[src/rtl/rv_decode_pkg.sv]
// Shared RV32I decode definitions: immediate-type codes and major opcodes.
package rv_decode_pkg;

    typedef enum logic [2:0] {
        IMM_R   = 3'b000,
        IMM_I   = 3'b001,
        IMM_S   = 3'b010,
        IMM_B   = 3'b011,
        IMM_U   = 3'b100,
        IMM_J   = 3'b101,
        IMM_CSR = 3'b110
    } imm_type_e;

    localparam logic [6:0] OPC_LUI      = 7'b0110111;
    localparam logic [6:0] OPC_AUIPC    = 7'b0010111;
    localparam logic [6:0] OPC_JAL      = 7'b1101111;
    localparam logic [6:0] OPC_JALR     = 7'b1100111;
    localparam logic [6:0] OPC_BRANCH   = 7'b1100011;
    localparam logic [6:0] OPC_LOAD     = 7'b0000011;
    localparam logic [6:0] OPC_STORE    = 7'b0100011;
    localparam logic [6:0] OPC_OP_IMM   = 7'b0010011;
    localparam logic [6:0] OPC_OP       = 7'b0110011;
    localparam logic [6:0] OPC_MISC_MEM = 7'b0001111;
    localparam logic [6:0] OPC_SYSTEM   = 7'b1110011;

endpackage

[src/rtl/imm_generator.sv]
// Builds the sign/zero-extended immediate for a given immediate type.
module imm_generator
    import rv_decode_pkg::*;
(
    input  logic [31:7] instr,
    input  imm_type_e   imm_type,
    output logic [31:0] imm
);

    always_comb begin
        imm = '0;
        case (imm_type)
            IMM_I:   imm = {{20{instr[31]}}, instr[31:20]};
            IMM_S:   imm = {{20{instr[31]}}, instr[31:25], instr[11:7]};
            IMM_B:   imm = {{19{instr[31]}}, instr[31], instr[7], instr[30:25], instr[11:8], 1'b0};
            IMM_U:   imm = {instr[31:12], 12'b0};
            IMM_J:   imm = {{11{instr[31]}}, instr[31], instr[19:12], instr[20], instr[30:21], 1'b0};
            // CSR immediate forms carry a 5-bit zero-extended uimm in the rs1 field
            IMM_CSR: imm = {27'b0, instr[19:15]};
            default: imm = '0;
        endcase
    end

endmodule

[src/rtl/opcode_classifier.sv]
// Maps an instruction's major opcode to its immediate type and flags unsupported encodings.
module opcode_classifier
    import rv_decode_pkg::*;
(
    input  logic [31:0] instr,
    output imm_type_e   imm_type,
    output logic        illegal
);

    logic unused_bits;
    assign unused_bits = ^{instr[31:15], instr[13:7]};

    always_comb begin
        imm_type = IMM_I;
        illegal  = 1'b0;
        case (instr[6:0])
            OPC_LUI, OPC_AUIPC:                    imm_type = IMM_U;
            OPC_JAL:                               imm_type = IMM_J;
            OPC_BRANCH:                            imm_type = IMM_B;
            OPC_STORE:                             imm_type = IMM_S;
            OPC_OP:                                imm_type = IMM_R;
            OPC_JALR, OPC_LOAD, OPC_OP_IMM, OPC_MISC_MEM: imm_type = IMM_I;
            OPC_SYSTEM:                            imm_type = instr[14] ? IMM_CSR : IMM_I;
            // every legal opcode ends in 2'b11, so compressed/garbage words land here
            default:                               illegal  = 1'b1;
        endcase
    end

endmodule

[src/rtl/id_imm_stage.sv]
// Decode stage: 2-entry skid buffer holding classified instructions, head drives imm_generator.
// state | meaning
// EMPTY | no entry held
// ONE   | head valid
// TWO   | head and skid valid, input stalled
module id_imm_stage
    import rv_decode_pkg::*;
#(
    parameter int XLEN  = 32,
    parameter int CNT_W = 16
) (
    input  logic             CLK,
    input  logic             RST,
    input  logic             IN_VALID,
    output logic             IN_READY,
    input  logic [31:0]      IN_INSTR,
    input  logic [XLEN-1:0]  IN_PC,
    input  logic             FLUSH,
    output logic             OUT_VALID,
    input  logic             OUT_READY,
    output logic [31:0]      OUT_INSTR,
    output logic [XLEN-1:0]  OUT_PC,
    output logic [2:0]       OUT_IMM_TYPE,
    output logic [31:0]      OUT_IMM,
    output logic             OUT_ILLEGAL,
    output logic [CNT_W-1:0] ILLEGAL_CNT
);

    typedef enum logic [1:0] {EMPTY = 2'b00, ONE = 2'b01, TWO = 2'b10} state_e;

    state_e          state_q, state_d;
    logic            in_ready_q, in_ready_d;
    logic [31:0]     head_instr_q, head_instr_d, skid_instr_q, skid_instr_d;
    logic [XLEN-1:0] head_pc_q, head_pc_d, skid_pc_q, skid_pc_d;
    imm_type_e       head_type_q, head_type_d, skid_type_q, skid_type_d;
    logic            head_ill_q, head_ill_d, skid_ill_q, skid_ill_d;
    logic [CNT_W-1:0] cnt_q, cnt_d;

    imm_type_e in_type;
    logic      in_ill;
    logic      accept, retire;

    opcode_classifier u_classifier (
        .instr    (IN_INSTR),
        .imm_type (in_type),
        .illegal  (in_ill)
    );

    imm_generator u_imm_gen (
        .instr    (head_instr_q[31:7]),
        .imm_type (head_type_q),
        .imm      (OUT_IMM)
    );

    assign OUT_VALID    = (state_q == ONE) || (state_q == TWO);
    assign IN_READY     = in_ready_q;
    assign OUT_INSTR    = head_instr_q;
    assign OUT_PC       = head_pc_q;
    assign OUT_IMM_TYPE = head_type_q;
    assign OUT_ILLEGAL  = head_ill_q;
    assign ILLEGAL_CNT  = cnt_q;

    assign accept = IN_VALID && in_ready_q;
    assign retire = OUT_VALID && OUT_READY;

    always_comb begin
        state_d      = state_q;
        head_instr_d = head_instr_q;
        head_pc_d    = head_pc_q;
        head_type_d  = head_type_q;
        head_ill_d   = head_ill_q;
        skid_instr_d = skid_instr_q;
        skid_pc_d    = skid_pc_q;
        skid_type_d  = skid_type_q;
        skid_ill_d   = skid_ill_q;
        cnt_d        = cnt_q;

        if (FLUSH) begin
            state_d = EMPTY;
        end else begin
            case (state_q)
                ONE: begin
                    if (accept) begin
                        if (retire) begin
                            head_instr_d = IN_INSTR;
                            head_pc_d    = IN_PC;
                            head_type_d  = in_type;
                            head_ill_d   = in_ill;
                        end else begin
                            skid_instr_d = IN_INSTR;
                            skid_pc_d    = IN_PC;
                            skid_type_d  = in_type;
                            skid_ill_d   = in_ill;
                            state_d      = TWO;
                        end
                    end else if (retire) begin
                        state_d = EMPTY;
                    end
                end
                TWO: begin
                    if (retire) begin
                        head_instr_d = skid_instr_q;
                        head_pc_d    = skid_pc_q;
                        head_type_d  = skid_type_q;
                        head_ill_d   = skid_ill_q;
                        state_d      = ONE;
                    end
                end
                default: begin
                    if (accept) begin
                        head_instr_d = IN_INSTR;
                        head_pc_d    = IN_PC;
                        head_type_d  = in_type;
                        head_ill_d   = in_ill;
                        state_d      = ONE;
                    end else begin
                        state_d = EMPTY;
                    end
                end
            endcase

            if (accept && in_ill && (cnt_q != {CNT_W{1'b1}})) begin
                cnt_d = cnt_q + 1'b1;
            end
        end

        in_ready_d = (state_d != TWO);
    end

    always_ff @(posedge CLK or posedge RST) begin
        if (RST) begin
            state_q      <= EMPTY;
            in_ready_q   <= 1'b1;
            head_instr_q <= '0;
            head_pc_q    <= '0;
            head_type_q  <= IMM_I;
            head_ill_q   <= 1'b0;
            skid_instr_q <= '0;
            skid_pc_q    <= '0;
            skid_type_q  <= IMM_I;
            skid_ill_q   <= 1'b0;
            cnt_q        <= '0;
        end else begin
            state_q      <= state_d;
            in_ready_q   <= in_ready_d;
            head_instr_q <= head_instr_d;
            head_pc_q    <= head_pc_d;
            head_type_q  <= head_type_d;
            head_ill_q   <= head_ill_d;
            skid_instr_q <= skid_instr_d;
            skid_pc_q    <= skid_pc_d;
            skid_type_q  <= skid_type_d;
            skid_ill_q   <= skid_ill_d;
            cnt_q        <= cnt_d;
        end
    end

endmodule

[config.mk]
export PLATFORM = sky130hd
export DESIGN_NAME = id_imm_stage
export DESIGN_NICKNAME = d
export VERILOG_FILES = /design/src/rtl/rv_decode_pkg.sv /design/src/rtl/imm_generator.sv /design/src/rtl/opcode_classifier.sv /design/src/rtl/id_imm_stage.sv
export SDC_FILE = /design/constraint.sdc
export NUM_CORES = 1
export LEC_CHECK = 0
export ABC_AREA = 1
export BUFFER_PORTS_ARGS = -buffer_cell sky130_fd_sc_hd__buf_2
export CORE_MARGIN = 8
export CORE_UTILIZATION = 40
export DETAILED_ROUTE_END_ITERATION = 10
export HOLD_SLACK_MARGIN = 0.12
export SLEW_MARGIN = 10
export SYNTH_ARGS = -nofsm -noshare
export SYNTH_HDL_FRONTEND = slang
export SYNTH_HIERARCHICAL = 1
export SYNTH_SLANG_ARGS = --single-unit
[constraint.sdc]
create_clock -name CLK -period 9.53 [get_ports CLK]
set_input_delay 0.953 -clock CLK [delete_from_list [all_inputs] [get_ports CLK]]
set_output_delay 0.953 -clock CLK [all_outputs]
set_load 0.01 [all_outputs]
==> results of run 1 <==
-- cells in the mapped netlist, types with 2 or more instances --
library cell / number
sky130_fd_sc_hd__buf_2: 9
sky130_fd_sc_hd__buf_4: 2
sky130_fd_sc_hd__o21ai_1: 24
sky130_fd_sc_hd__dfrtp_1: 152
sky130_fd_sc_hd__xor2_1: 3
sky130_fd_sc_hd__nand2_1: 326
sky130_fd_sc_hd__nor2_1: 44
sky130_fd_sc_hd__dfstp_2: 3
sky130_fd_sc_hd__ha_1: 3
sky130_fd_sc_hd__o21ai_0: 192
sky130_fd_sc_hd__clkbuf_1: 24
sky130_fd_sc_hd__inv_1: 173
sky130_fd_sc_hd__o21ai_2: 6
sky130_fd_sc_hd__nand4_1: 10
sky130_fd_sc_hd__xnor2_1: 4
sky130_fd_sc_hd__buf_6: 13
sky130_fd_sc_hd__nand2_2: 5
sky130_fd_sc_hd__a21oi_1: 2
sky130_fd_sc_hd__nand3_1: 32
-- metal layers --
metal  part of all wire  wire length, um
met1               0.48             9070
met2               0.44             8320
met3              0.074             1410
met4             0.0070              133
met5                  0                0
-- critical path: stages, from the launching register on --
cell and delay [ns]:
sky130_fd_sc_hd__dfrtp_1 0.41, sky130_fd_sc_hd__inv_1 0.11, sky130_fd_sc_hd__ha_4 0.42, sky130_fd_sc_hd__a21oi_1 0.18
sky130_fd_sc_hd__nor3_4 0.71, sky130_fd_sc_hd__buf_4 0.89, sky130_fd_sc_hd__o21ai_0 0.21
-- stage by stage --
stage | hold WS, ns | instance area (um2) | std cells
after floorplan | 0.453 | 7850 | 1042
after global placement | 0.466 | 8860 | 1448
after detailed placement | 0.473 | 8860 | 1448
after CTS | 0.488 | 9540 | 1479
after global routing | 0.505 | 9540 | 1479
final | 0.485 | 9540 | 1479
-- final cells by class --
cell class	count	area, um2	area share
Sequential cell	155	3880	0.407
Multi-Input combinational cell	661	3010	0.316
Timing Repair Buffer	190	961	0.101
Inverter	177	677	0.0710
Clock buffer	19	453	0.0475
Tap cell	265	332	0.0348
Clock inverter	12	219	0.0230
-- final timing paths --
kind | start | to | slack, ns | cells after the start
max in group asynchronous | RST | skid_pc_q[21] | 7.40 | 3
min in group asynchronous | RST | OUT_PC[12] | 0.69 | 2
max | state_q[0] | OUT_INSTR[15] | 6.37 | 6
min reg2reg | skid_pc_q[26] | skid_pc_q[26] | 0.48 | 2
max reg2reg | state_q[0] | OUT_INSTR[15] | 6.37 | 6
min | skid_pc_q[26] | skid_pc_q[26] | 0.48 | 2
-- cells by family (layout without fill, tap and decap cells) --
kind of cell / count (synthesis) / after routing
simple gates: 426 / 426
buf+inv: 226 / 398
compound gates: 225 / 225
flops: 155 / 155
xor+xnor: 7 / 7
fa+ha+maj: 3 / 3
-- registers in the layout (all words and copies together), names as in the netlist --
register / flops
skid_instr_q: 32
ILLEGAL_CNT: 16
skid_pc_q: 32
IN_READY: 1
state_q: 2
OUT_ILLEGAL: 1
OUT_PC: 32
skid_type_q: 3
OUT_INSTR: 32
OUT_IMM_TYPE: 3
skid_ill_q: 1
-- where the power goes --
| part | total [mW] | switching [mW] | internal [mW] |
|---|---|---|---|
| logic | 0.353 | 0.210 | 0.142 |
| clock network | 0.771 | 0.268 | 0.503 |
| registers | 0.879 | 0.0887 | 0.790 |
| total | 2.00 | 0.567 | 1.44 |
==> reports/qor_table.md, run 1 <==
| Step | Result | This run |
| --- | --- | --- |
| power and ir drop | Worst IR Drop VDD | 120 uV |
| grt | Sum of overflow across all layers after global routing | 0 |
| timing | F_max | 316 MHz |
| clock tree | Library cell used as clock root buffer | sky130_fd_sc_hd__clkbuf_16 |
| synth | Dominant combinational cell family by area after synthesis | simple AND/OR/NAND/NOR gates |
| finish | Utilization of the core after routing | 0.493 |
| worst setup path | Type of the setup path with the least slack | reg2reg |
| clock tree | Hold_buf cts | 0 |
| grt | Wire length of the first global-routing pass | 31.8 mm |
| synth | Syn nets | 1114 |
| synth | Synth async-reset ratio | 1.00 |
| timing | Actual slew at the worst max-slew pin | 0.988 ns |
| floorplan | Total core area | 19300 um2 |
| synth | Post-Synthesis Cells | 1042 |
| worst setup path | Kind of start point of the critical path | flip-flop |
| worst setup path | Critical path data required time | 9.77 ns |
| timing | Final Setup Violations | 0 |
| finish | Most used cells in the layout excluding fill and tap cells | sky130_fd_sc_hd__nand2_1, sky130_fd_sc_hd__o21ai_0, sky130_fd_sc_hd__buf_2, sky130_fd_sc_hd__inv_1, sky130_fd_sc_hd__dfrtp_1 |
| route | Count of nets left with antenna violations after detail routing | 0 |
| route | Number of DRC markers after the initial detailed-route iteration | 374 |
| timing | Hold violation total from the final report | 0 |
| route | Vias per std cell | 4.58 |
| synth | Proportion of synthesized chip area in sequential cells | 0.495 |
| floorplan | Y dimension of the die | 156 um |
| timing | Worst clock skew | 0.00609 ns |
| synth | Post-synthesis mux area share | 0 |
| timing | Post-layout worst setup margin | 6.37 ns |
| clock tree | Largest buffer count on any clock path | 2 |
| synth | Post-synthesis share of cell area spent on full adders, half adders and majority gates | 0.00478 |
| synth | Top_reg_cell synth | sky130_fd_sc_hd__dfrtp_1 |
| synth | Area share of the largest cell type after synthesis | 0.485 |
| synth | Count of different cell masters after synthesis | 34 |
| synth | XOR/XNOR share of the synthesized area | 0.00781 |
| power and ir drop | Total power after layout | 2.00 mW |
| finish | Diodes inserted | 0 |
| finish | Leading cell type in the layout, fill and taps excluded | sky130_fd_sc_hd__nand2_1 |
| clock tree | Worst-Skew Late Latency | 0.41 ns |
| grt | Global routing met1 resource utilization | 0.210 |
| power and ir drop | Power density of the placed cells | 210 nW/um2 |
| worst setup path | Maximum fanout count along the critical path | 110 |
| clock tree | CTS Buf Count | 17 |
| timing | Pins over their slew limit | 0 |
| synth | Largest cells by area after synthesis | sky130_fd_sc_hd__dfrtp_1, sky130_fd_sc_hd__nand2_1, sky130_fd_sc_hd__o21ai_0 |
| route | Routed len/inst | 12.8 um |
| clock tree | Clock sinks | 155 |
| synth | Average size of a mapped cell | 7.53 um2 |
| clock tree | Setup Fix Bufs, Post-CTS | 0 |
| synth | Synthesis Warnings | 6 |
| synth | Register bit count reported by yosys | 155 |
| synth | Cell type contributing the most total cell area after synthesis | sky130_fd_sc_hd__dfrtp_1 |
| synth | Synthesized-area fraction occupied by and/or/nand/nor cells | 0.222 |
| min path | Hold Path Class | reg2reg |
| grt | Maximum number of pins on one net before global-route repair | 111 |
| grt | Via count of the first global-routing pass | 6475 |
| worst setup path | Kind of end point of the critical path | flip-flop |
| route | Final WL | 18.9 mm |
| placement | Worst slack, placed | 6.12 ns |
| placement | Routability congestion estimate from global placement | 0.807 |
| finish | Area growth from synthesis to layout | 21.5% |
| route | Count of vias placed by the detailed router | 6772 |
| floorplan | Row cnt | 51 |
| route | DRC violation count after routing | 0 |
| placement | Number of I/O port buffers | 186 |
| clock tree | Number of resized instances in the post-cts repair step | 0 |
| worst setup path | Arrival time at the worst endpoint | 3.40 ns |
| timing | Final sum of negative setup slack | 0 ns |
| floorplan | Number of placed I/O pins | 187 |
| placement | HPWL Detailed | 13.1 mm |
| power and ir drop | Leakage | 5.04 nW |
| grt | Grt met2 use | 0.247 |
| floorplan | Die Outline Area | 24400 um2 |
| clock tree | Htree depth | 4 |
| synth | Post-synth EDFFs | 0 |
| grt | Grt peak-use layer | met2 |
| timing | Post-layout min period | 3.16 ns |
| synth | Cell area after synthesis | 7850 um2 |
| run | Number of max-capacitance violations reported | 0 |
| timing | Period utilisation layout | 0.332 |
| grt | Number of antenna violations at the first check in global routing | 0 |
| grt | Global Route Usage Sum | 0.159 |
| grt | Met3 Resource Use GR | 0.0521 |
| floorplan | Starting density of the core | 0.406 |
| status | Result of the run | finished, final reports clean |
| synth | Compound-Gate Fraction of Synth Area | 0.147 |
| route | Router iterations before antenna repair | 5 |
| clock tree | Clock slew at reported path FFs | 0.06 ns |
| timing | Worst max-slew margin expressed relative to the limit | 0.341 |
| finish | Layout filler cell count | 1938 |
| floorplan | Width of the die | 156 um |
| timing | Unrepaired setup endpoints after global routing | false |
| finish | Share of final-layout standard cells stronger than drive strength 1 | 0.203 |
| finish | Count of nets after finishing | 1274 |
| clock tree | CTS tree | done |
(Power assumes the default switching activity.)
==> run 2, diff against run 1 <==
==> constraint.sdc (replaced) <==
create_clock -name CLK -period 2.89 [get_ports CLK]
set_input_delay 0.289 -clock CLK [delete_from_list [all_inputs] [get_ports CLK]]
set_output_delay 0.289 -clock CLK [all_outputs]
set_load 0.01 [all_outputs]
==> reports/qor_table.md, run 2 (synthesis gave the netlist of run 1 again) <==
| Step | Result | This run |
| --- | --- | --- |
| placement | Number of I/O port buffers | 186 |
| worst setup path | Slowest library cell on the worst path | sky130_fd_sc_hd__dfrtp_1 |
| min path | Hold Path Class | in2reg |
| floorplan | Y dimension of the die | 156 um |
| grt | Number of antenna violations at the first check in global routing | 0 |
| grt | Wire length of the first global-routing pass | 31.8 mm |
| route | Count of vias placed by the detailed router | 6817 |
| clock tree | CTS Buf Count | 17 |
| finish | Layout filler cell count | 1984 |
| clock tree | Library cell used as clock root buffer | sky130_fd_sc_hd__clkbuf_16 |
| route | Number of DRC markers after the initial detailed-route iteration | 330 |
| placement | Routability congestion estimate from global placement | 0.852 |
| floorplan | Row cnt | 51 |
| placement | Area after DPL | 8960 um2 |
| timing | Worst hold-check slack | 0.144 ns |
| finish | Leading cell type in the layout, fill and taps excluded | sky130_fd_sc_hd__nand2_1 |
| placement | HPWL Detailed | 13.3 mm |
| grt | Via count of the first global-routing pass | 6687 |
| route | Vias per std cell | 4.57 |
| clock tree | Worst-Skew Late Latency | 0.41 ns |
| finish | Area used by multi-input combinational logic | 3010 um2 |
| timing | Period utilisation layout | 0.740 |
| floorplan | Number of placed I/O pins | 187 |
| route | Router iterations before antenna repair | 5 |
| status | Result of the run | finished, final reports clean |
| power and ir drop | P_int | 4.51 mW |
| floorplan | Total core area | 19300 um2 |
| finish | Count of nets after finishing | 1285 |
| route | DRC violation count after routing | 0 |
| finish | Utilization of the core after routing | 0.499 |
| placement | Total placed cells including tap cells | 1453 |
| clock tree | Htree depth | 4 |
| timing | Actual slew at the worst max-slew pin | 0.644 ns |
| placement | Worst slack, placed | 0.466 ns |
| route | Count of nets left with antenna violations after detail routing | 0 |
| worst setup path | Maximum fanout count along the critical path | 11 |
| finish | Share of final-layout standard cells stronger than drive strength 1 | 0.206 |
| clock tree | Largest buffer count on any clock path | 2 |
| worst setup path | Kind of start point of the critical path | flip-flop |
| worst setup path | Buffers plus inverters on the worst setup path | 2 |
| clock tree | Clock sinks | 155 |
| finish | Cell area after layout | 9640 um2 |
| power and ir drop | Power density of the placed cells | 662 nW/um2 |
| clock tree | Clock slew at reported path FFs | 0.06 ns |
| grt | Maximum number of pins on one net before global-route repair | 138 |
| route | Final WL | 18.8 mm |
| worst setup path | Cell family contributing the most delay on the critical path | flip-flops |
| finish | Area growth from synthesis to layout | 22.9% |
| floorplan | Die Outline Area | 24400 um2 |
| timing | F_max | 468 MHz |
| power and ir drop | Share of power burned in the clock network | 0.362 |
| worst setup path | Kind of end point of the critical path | output port |
| power and ir drop | Total power after layout | 6.39 mW |
| clock tree | CTS tree | done |
| timing | Unrepaired setup endpoints after global routing | false |
| worst setup path | Type of the setup path with the least slack | reg2out |
| clock tree | Number of resized instances in the post-cts repair step | 0 |
| power and ir drop | Share of power burned in combinational logic | 0.185 |
| timing | Final Setup Violations | 0 |
| power and ir drop | Fraction of power spent switching nets | 0.295 |
| route | Routed len/inst | 12.6 um |
| clock tree | Setup Fix Bufs, Post-CTS | 0 |
| run | Number of max-capacitance violations reported | 0 |
| finish | Sequential cell area in the final layout | 3880 um2 |
| worst setup path | Biggest cell delay along the critical path | 0.71 ns |
| power and ir drop | Switching power total | 1.88 mW |
| timing | Post-layout worst setup margin | 0.751 ns |
| worst setup path | Critical path data required time | 2.60 ns |
| timing | Worst clock skew | 0.00853 ns |
| power and ir drop | Worst IR Drop VDD | 382 uV |
| timing | Pins over their slew limit | 0 |
| worst setup path | Arrival time at the worst endpoint | 1.85 ns |
| timing | Worst max-slew margin expressed relative to the limit | 0.569 |
| finish | Most used cells in the layout excluding fill and tap cells | sky130_fd_sc_hd__nand2_1, sky130_fd_sc_hd__o21ai_0, sky130_fd_sc_hd__buf_2, sky130_fd_sc_hd__inv_1, sky130_fd_sc_hd__dfrtp_1 |
| timing | Post-layout min period | 2.14 ns |
| floorplan | Width of the die | 156 um |
| grt | Sum of overflow across all layers after global routing | 0 |
| finish | Diodes inserted | 0 |
| power and ir drop | Part of the total power dissipated in sequential elements | 0.453 |
| finish | Final cell count without fillers | 1491 |
| grt | Global Route Usage Sum | 0.158 |
| worst setup path | Most frequent cell on the critical path | sky130_fd_sc_hd__nand2_2 |
| timing | Hold violation total from the final report | 0 |
| worst setup path | Cells traversed along the worst timing path | inv_4, nand2_2, nand2_2, nand2_2, o21ai_0, buf_2 |
| floorplan | Starting density of the core | 0.406 |
| timing | Final sum of negative setup slack | 0 ns |
| power and ir drop | Leakage | 5.07 nW |
==> run 2: cell count changes in the layout (fill, tap and decap cells not counted), sizes merged <==
| cell | before | now |
|---|---|---|
| dlygate4sd3 | 0 | 6 |
| buf | 190 | 195 |
| bufinv | 6 | 3 |
| clkinvlp | 2 | 5 |
| clkbuf | 19 | 20 |
==> run 2: final timing paths <==
| kind | cells after the start | start | slack, ns | endpoint |
|---|---|---|---|---|
| worst max-delay path | 6 | OUT_IMM_TYPE[1] | 0.75 | OUT_IMM[30] |
| worst min-delay path | 3 | IN_PC[0] | 0.14 | skid_pc_q[0] |
| worst max register to register | 6 | state_q[0] | 0.84 | skid_instr_q[16] |
| worst min register to register | 2 | skid_instr_q[22] | 0.48 | skid_instr_q[22] |
| max in group asynchronous | 4 | RST | 1.60 | skid_pc_q[11] |
| min in group asynchronous | 3 | RST | 0.50 | skid_pc_q[24] |
==> run 2: power by group through the flow <==
stage	clock network (mW)	logic, mW	registers, mW
6_report	2.31	1.18	2.89
5_1_grt	2.47	1.37	2.96
2_1_floorplan	0	0.662	2.96
3_3_place_gp	0	1.18	2.92
4_1_cts	2.38	1.21	2.90
3_5_place_dp	0	1.20	2.93
==> run 2: metal layers <==
layer | up-vias | GRT usage | routed length (um)
li1 | 3569 | - | -
met1 | 3053 | 0.200 | 8720
met2 | 183 | 0.258 | 8470
met3 | 12 | 0.0510 | 1440
met4 | 0 | 0.0402 | 148
met5 | - | 0 | 0
==> run 2: final cells by class <==
cell class | instances | area share
sequential | 155 | 0.403
multi-input combinational | 661 | 0.312
timing repair buffer | 201 | 0.116
inverter | 177 | 0.0701
clock buffer | 20 | 0.0474
tap | 265 | 0.0344
clock inverter | 12 | 0.0170
==> run 2: repair_timing <==
action / in CTS / in global routing
hold buffers: 6 / 0
endpoints found under the hold margin: 31 / 0
endpoints found under the setup margin: 0 / 0
==> run 2: tightest hold or removal path, cell delays in order <==
cell	delay, ns
sky130_fd_sc_hd__buf_2	0.09
sky130_fd_sc_hd__inv_1	0.05
sky130_fd_sc_hd__o21ai_0	0.07
==> run 3, diff against run 2 <==
--- a/config.mk
+++ b/config.mk
@@ -5,12 +5,13 @@
 export SDC_FILE = /design/constraint.sdc
 export NUM_CORES = 1
 export LEC_CHECK = 0
-export ABC_AREA = 1
+export ABC_AREA = 0
 export BUFFER_PORTS_ARGS = -buffer_cell sky130_fd_sc_hd__buf_2
 export CORE_MARGIN = 8
 export CORE_UTILIZATION = 40
 export DETAILED_ROUTE_END_ITERATION = 10
 export HOLD_SLACK_MARGIN = 0.12
+export PLACE_DENSITY = 0.65
 export SLEW_MARGIN = 10
 export SYNTH_ARGS = -nofsm -noshare
 export SYNTH_HDL_FRONTEND = slang
==> constraint.sdc (replaced) <==
create_clock -name CLK -period 1.95 [get_ports CLK]
set_input_delay 0.195 -clock CLK [delete_from_list [all_inputs] [get_ports CLK]]
set_output_delay 0.195 -clock CLK [all_outputs]
set_load 0.01 [all_outputs]
==> reports/qor_table.md, run 3 <==
| Step | Result | This run |
| --- | --- | --- |
| clock tree | CTS Buf Count | 17 |
| worst setup path | Kind of start point of the critical path | flip-flop |
| synth | Average size of a mapped cell | 13.7 um2 |
| power and ir drop | Power density of the placed cells | 988 nW/um2 |
| timing | Final sum of negative setup slack | -0.00243 ns |
| grt | Number of antenna violations at the first check in global routing | 1 |
| status | Result of the run | finished, violations left |
| synth | Most frequent cell after synthesis | sky130_fd_sc_hd__mux2_2 |
| finish | Final cell count without fillers | 1093 |
| clock tree | CTS tree | done |
| clock tree | Largest buffer count on any clock path | 2 |
| worst setup path | Maximum fanout count along the critical path | 7 |
| timing | Hold violation total from the final report | 0 |
| synth | Register bit count reported by yosys | 155 |
| placement | Total placed cells including tap cells | 983 |
| finish | Count of nets after finishing | 919 |
| power and ir drop | Worst IR Drop VDD | 607 uV |
| timing | Worst clock skew | 0.0115 ns |
| worst setup path | End of the worst register-to-register path | OUT_PC[22] |
| worst setup path | Biggest cell delay along the critical path | 0.59 ns |
| clock tree | Library cell used as clock root buffer | sky130_fd_sc_hd__clkbuf_16 |
| timing | Post-layout worst setup margin | -0.00243 ns |
| clock tree | Htree depth | 4 |
| finish | Cell area after layout | 10900 um2 |
| floorplan | Total core area | 18700 um2 |
| timing | Pins over their slew limit | 0 |
| route | DRC violation count after routing | 0 |
| worst setup path | Critical path data required time | 2.25 ns |
| floorplan | Y dimension of the die | 154 um |
| synth | Proportion of synthesized chip area in sequential cells | 0.509 |
| synth | Post-synth EDFFs | 0 |
| grt | Global Route Usage Sum | 0.175 |
| finish | Most used cells in the layout excluding fill and tap cells | sky130_fd_sc_hd__buf_2, sky130_fd_sc_hd__dfrtp_1, sky130_fd_sc_hd__mux2_2, sky130_fd_sc_hd__mux2_4, sky130_fd_sc_hd__dlygate4sd3_1 |
| route | Count of vias placed by the detailed router | 5666 |
| timing | Actual slew at the worst max-slew pin | 0.587 ns |
| placement | Routability congestion estimate from global placement | 0.797 |
| worst setup path | Arrival time at the worst endpoint | 2.25 ns |
| floorplan | Number of placed I/O pins | 187 |
| synth | Top_reg_cell synth | sky130_fd_sc_hd__dfrtp_1 |
| placement | Area after DPL | 9020 um2 |
| timing | Worst hold-check slack | 0.146 ns |
| worst setup path | Depth of the worst register-to-register path | 7 |
| floorplan | Starting density of the core | 0.408 |
| route | Final WL | 21.7 mm |
| min path | Hold Path Class | in2reg |
| power and ir drop | Leakage | 5.06 nW |
| floorplan | Width of the die | 154 um |
| synth | Syn nets | 628 |
| worst setup path | Worst setup startpoint | IN_READY |
| power and ir drop | Total power after layout | 10.8 mW |
| timing | Period utilisation layout | 1.00 |
| finish | Leading cell type in the layout, fill and taps excluded | sky130_fd_sc_hd__buf_2 |
| finish | Area growth from synthesis to layout | 42.8% |
| synth | Synthesis Warnings | 6 |
| route | Vias per std cell | 5.18 |
| synth | Most used standard cells in the synthesized netlist | sky130_fd_sc_hd__mux2_2, sky130_fd_sc_hd__dfrtp_1, sky130_fd_sc_hd__nand2_1 |
| finish | Layout filler cell count | 1481 |
| worst setup path | Slowest library cell on the worst path | sky130_fd_sc_hd__dfstp_2 |
| grt | Wire length of the first global-routing pass | 33.5 mm |
| clock tree | Clock sinks | 155 |
| worst setup path | Kind of end point of the critical path | flip-flop |
| grt | Via count of the first global-routing pass | 6257 |
| synth | Cell area after synthesis | 7620 um2 |
| floorplan | Die Outline Area | 23700 um2 |
| synth | Largest cells by area after synthesis | sky130_fd_sc_hd__dfrtp_1, sky130_fd_sc_hd__mux2_2, sky130_fd_sc_hd__mux2_4 |
| finish | Diodes inserted | 0 |
| worst setup path | Cells traversed along the worst timing path | nand2_4, a21boi_2, nor3_4, buf_6, buf_8, buf_12, mux2_2 |
| worst setup path | Launch instance of the worst register-to-register path | IN_READY |
| synth | Cell type contributing the most total cell area after synthesis | sky130_fd_sc_hd__dfrtp_1 |
| route | Routed len/inst | 19.9 um |
| placement | Number of I/O port buffers | 186 |
| timing | Final Setup Violations | 1 |
| synth | Area share of the largest cell type after synthesis | 0.499 |
| run | Number of max-capacitance violations reported | 0 |
| finish | Share of final-layout standard cells stronger than drive strength 1 | 0.601 |
| route | Router iterations before antenna repair | 4 |
| clock tree | Worst-Skew Late Latency | 0.42 ns |
| placement | HPWL Detailed | 13.4 mm |
| worst setup path | Type of the setup path with the least slack | reg2reg |
| synth | Count of different cell masters after synthesis | 64 |
| timing | Worst max-slew margin expressed relative to the limit | 0.608 |
| route | Count of nets left with antenna violations after detail routing | 0 |
| timing | Unrepaired setup endpoints after global routing | true |
| grt | Sum of overflow across all layers after global routing | 0 |
| clock tree | Clock slew at reported path FFs | 0.06 ns |
| floorplan | Row cnt | 50 |
| worst setup path | End point of the critical path | OUT_PC[22] |
| timing | Post-layout min period | 1.95 ns |
| worst setup path | Flop2flop setup slack | -0.002 ns |
| synth | Synth async-reset ratio | 1.00 |
| status | Violated checks | negative setup slack |
| route | Number of DRC markers after the initial detailed-route iteration | 222 |
| timing | F_max | 512 MHz |
| grt | Maximum number of pins on one net before global-route repair | 49 |
| synth | Post-Synthesis Cells | 556 |
run 3: per-layer routing:
layer / up-vias / GRT usage / wire length (um) / share of wire
li1: 2596 / - / - / -
met1: 2860 / 0.211 / 9420 / 0.43
met2: 186 / 0.297 / 10400 / 0.48
met3: 22 / 0.0533 / 1590 / 0.073
met4: 2 / 0.0513 / 321 / 0.015
met5: - / 0 / 10 / 0.00046
run 3: timing repair:
| item | in CTS | in global routing |
|---|---|---|
| gates resized for setup | 21 | 86 |
| pin swaps | 1 | 11 |
| hold buffers | 61 | 0 |
| endpoints found under the setup margin | 149 | 148 |
| endpoints found under the hold margin | 78 | 0 |
| cloned | 4 | 6 |
| setup buffers | 7 | 1 |
run 3: worst min path at each step:
stage / startpoint / to / slack [ns] / cells after the start
finish: IN_INSTR[2] / skid_instr_q[2] / 0.15 / 3
detailed placement: RST / OUT_PC[7] / 0.29 / 2
CTS: IN_INSTR[2] / skid_instr_q[2] / 0.13 / 3
global route: IN_INSTR[2] / skid_instr_q[2] / 0.13 / 3
global placement: RST / OUT_PC[7] / 0.28 / 2
floorplan: FLUSH / state_q[1] / 0.27 / 1
run 3: logic make-up (layout without fill, tap and decap cells):
logic type,count (synthesis),count (layout),share of synthesized area
muxes,209,209,0.319
DFF,155,155,0.509
and+or+nand+nor,95,96,0.0819
AOI/OAI and AO/OA,43,44,0.0384
buffers and inverters,36,337,0.0294
xor gates and xnor gates,14,14,0.0161
adders and majority gates,4,4,0.00624
run 3: final cells by class:
| cell class | instances | area, um2 | area share |
|---|---|---|---|
| sequential | 155 | 3880 | 0.357 |
| multi-input combinational | 367 | 3860 | 0.354 |
| timing repair buffer | 299 | 2200 | 0.203 |
| clock buffer | 19 | 453 | 0.0416 |
| tap | 234 | 293 | 0.0269 |
| clock inverter | 12 | 163 | 0.0149 |
| inverter | 7 | 32.5 | 0.00299 |
run 3: report_power, final:
group	total [mW]	switching (mW)	internal, mW	leakage, nW
clock network	3.43	1.33	2.09	0.296
logic	2.78	1.13	1.65	2.90
registers	4.55	0.551	4.00	1.87
total	10.8	3.02	7.74	5.06
run 3: critical path, delay by kind of cell, from the launching register on:
family	cells	cell delay (ns)
compound gates	1	0.19
simple gates	2	0.31
flops	1	0.59
mux	1	0.34
buf+inv	3	0.40
run 3: metrics by stage:
step	util	setup WS, ns
floorplan	-	-0.201
global placement	0.482	-0.0549
detailed placement	0.482	-0.104
CTS	0.558	-0.0315
global route	0.582	-0.0530
finish	0.582	-0.00243
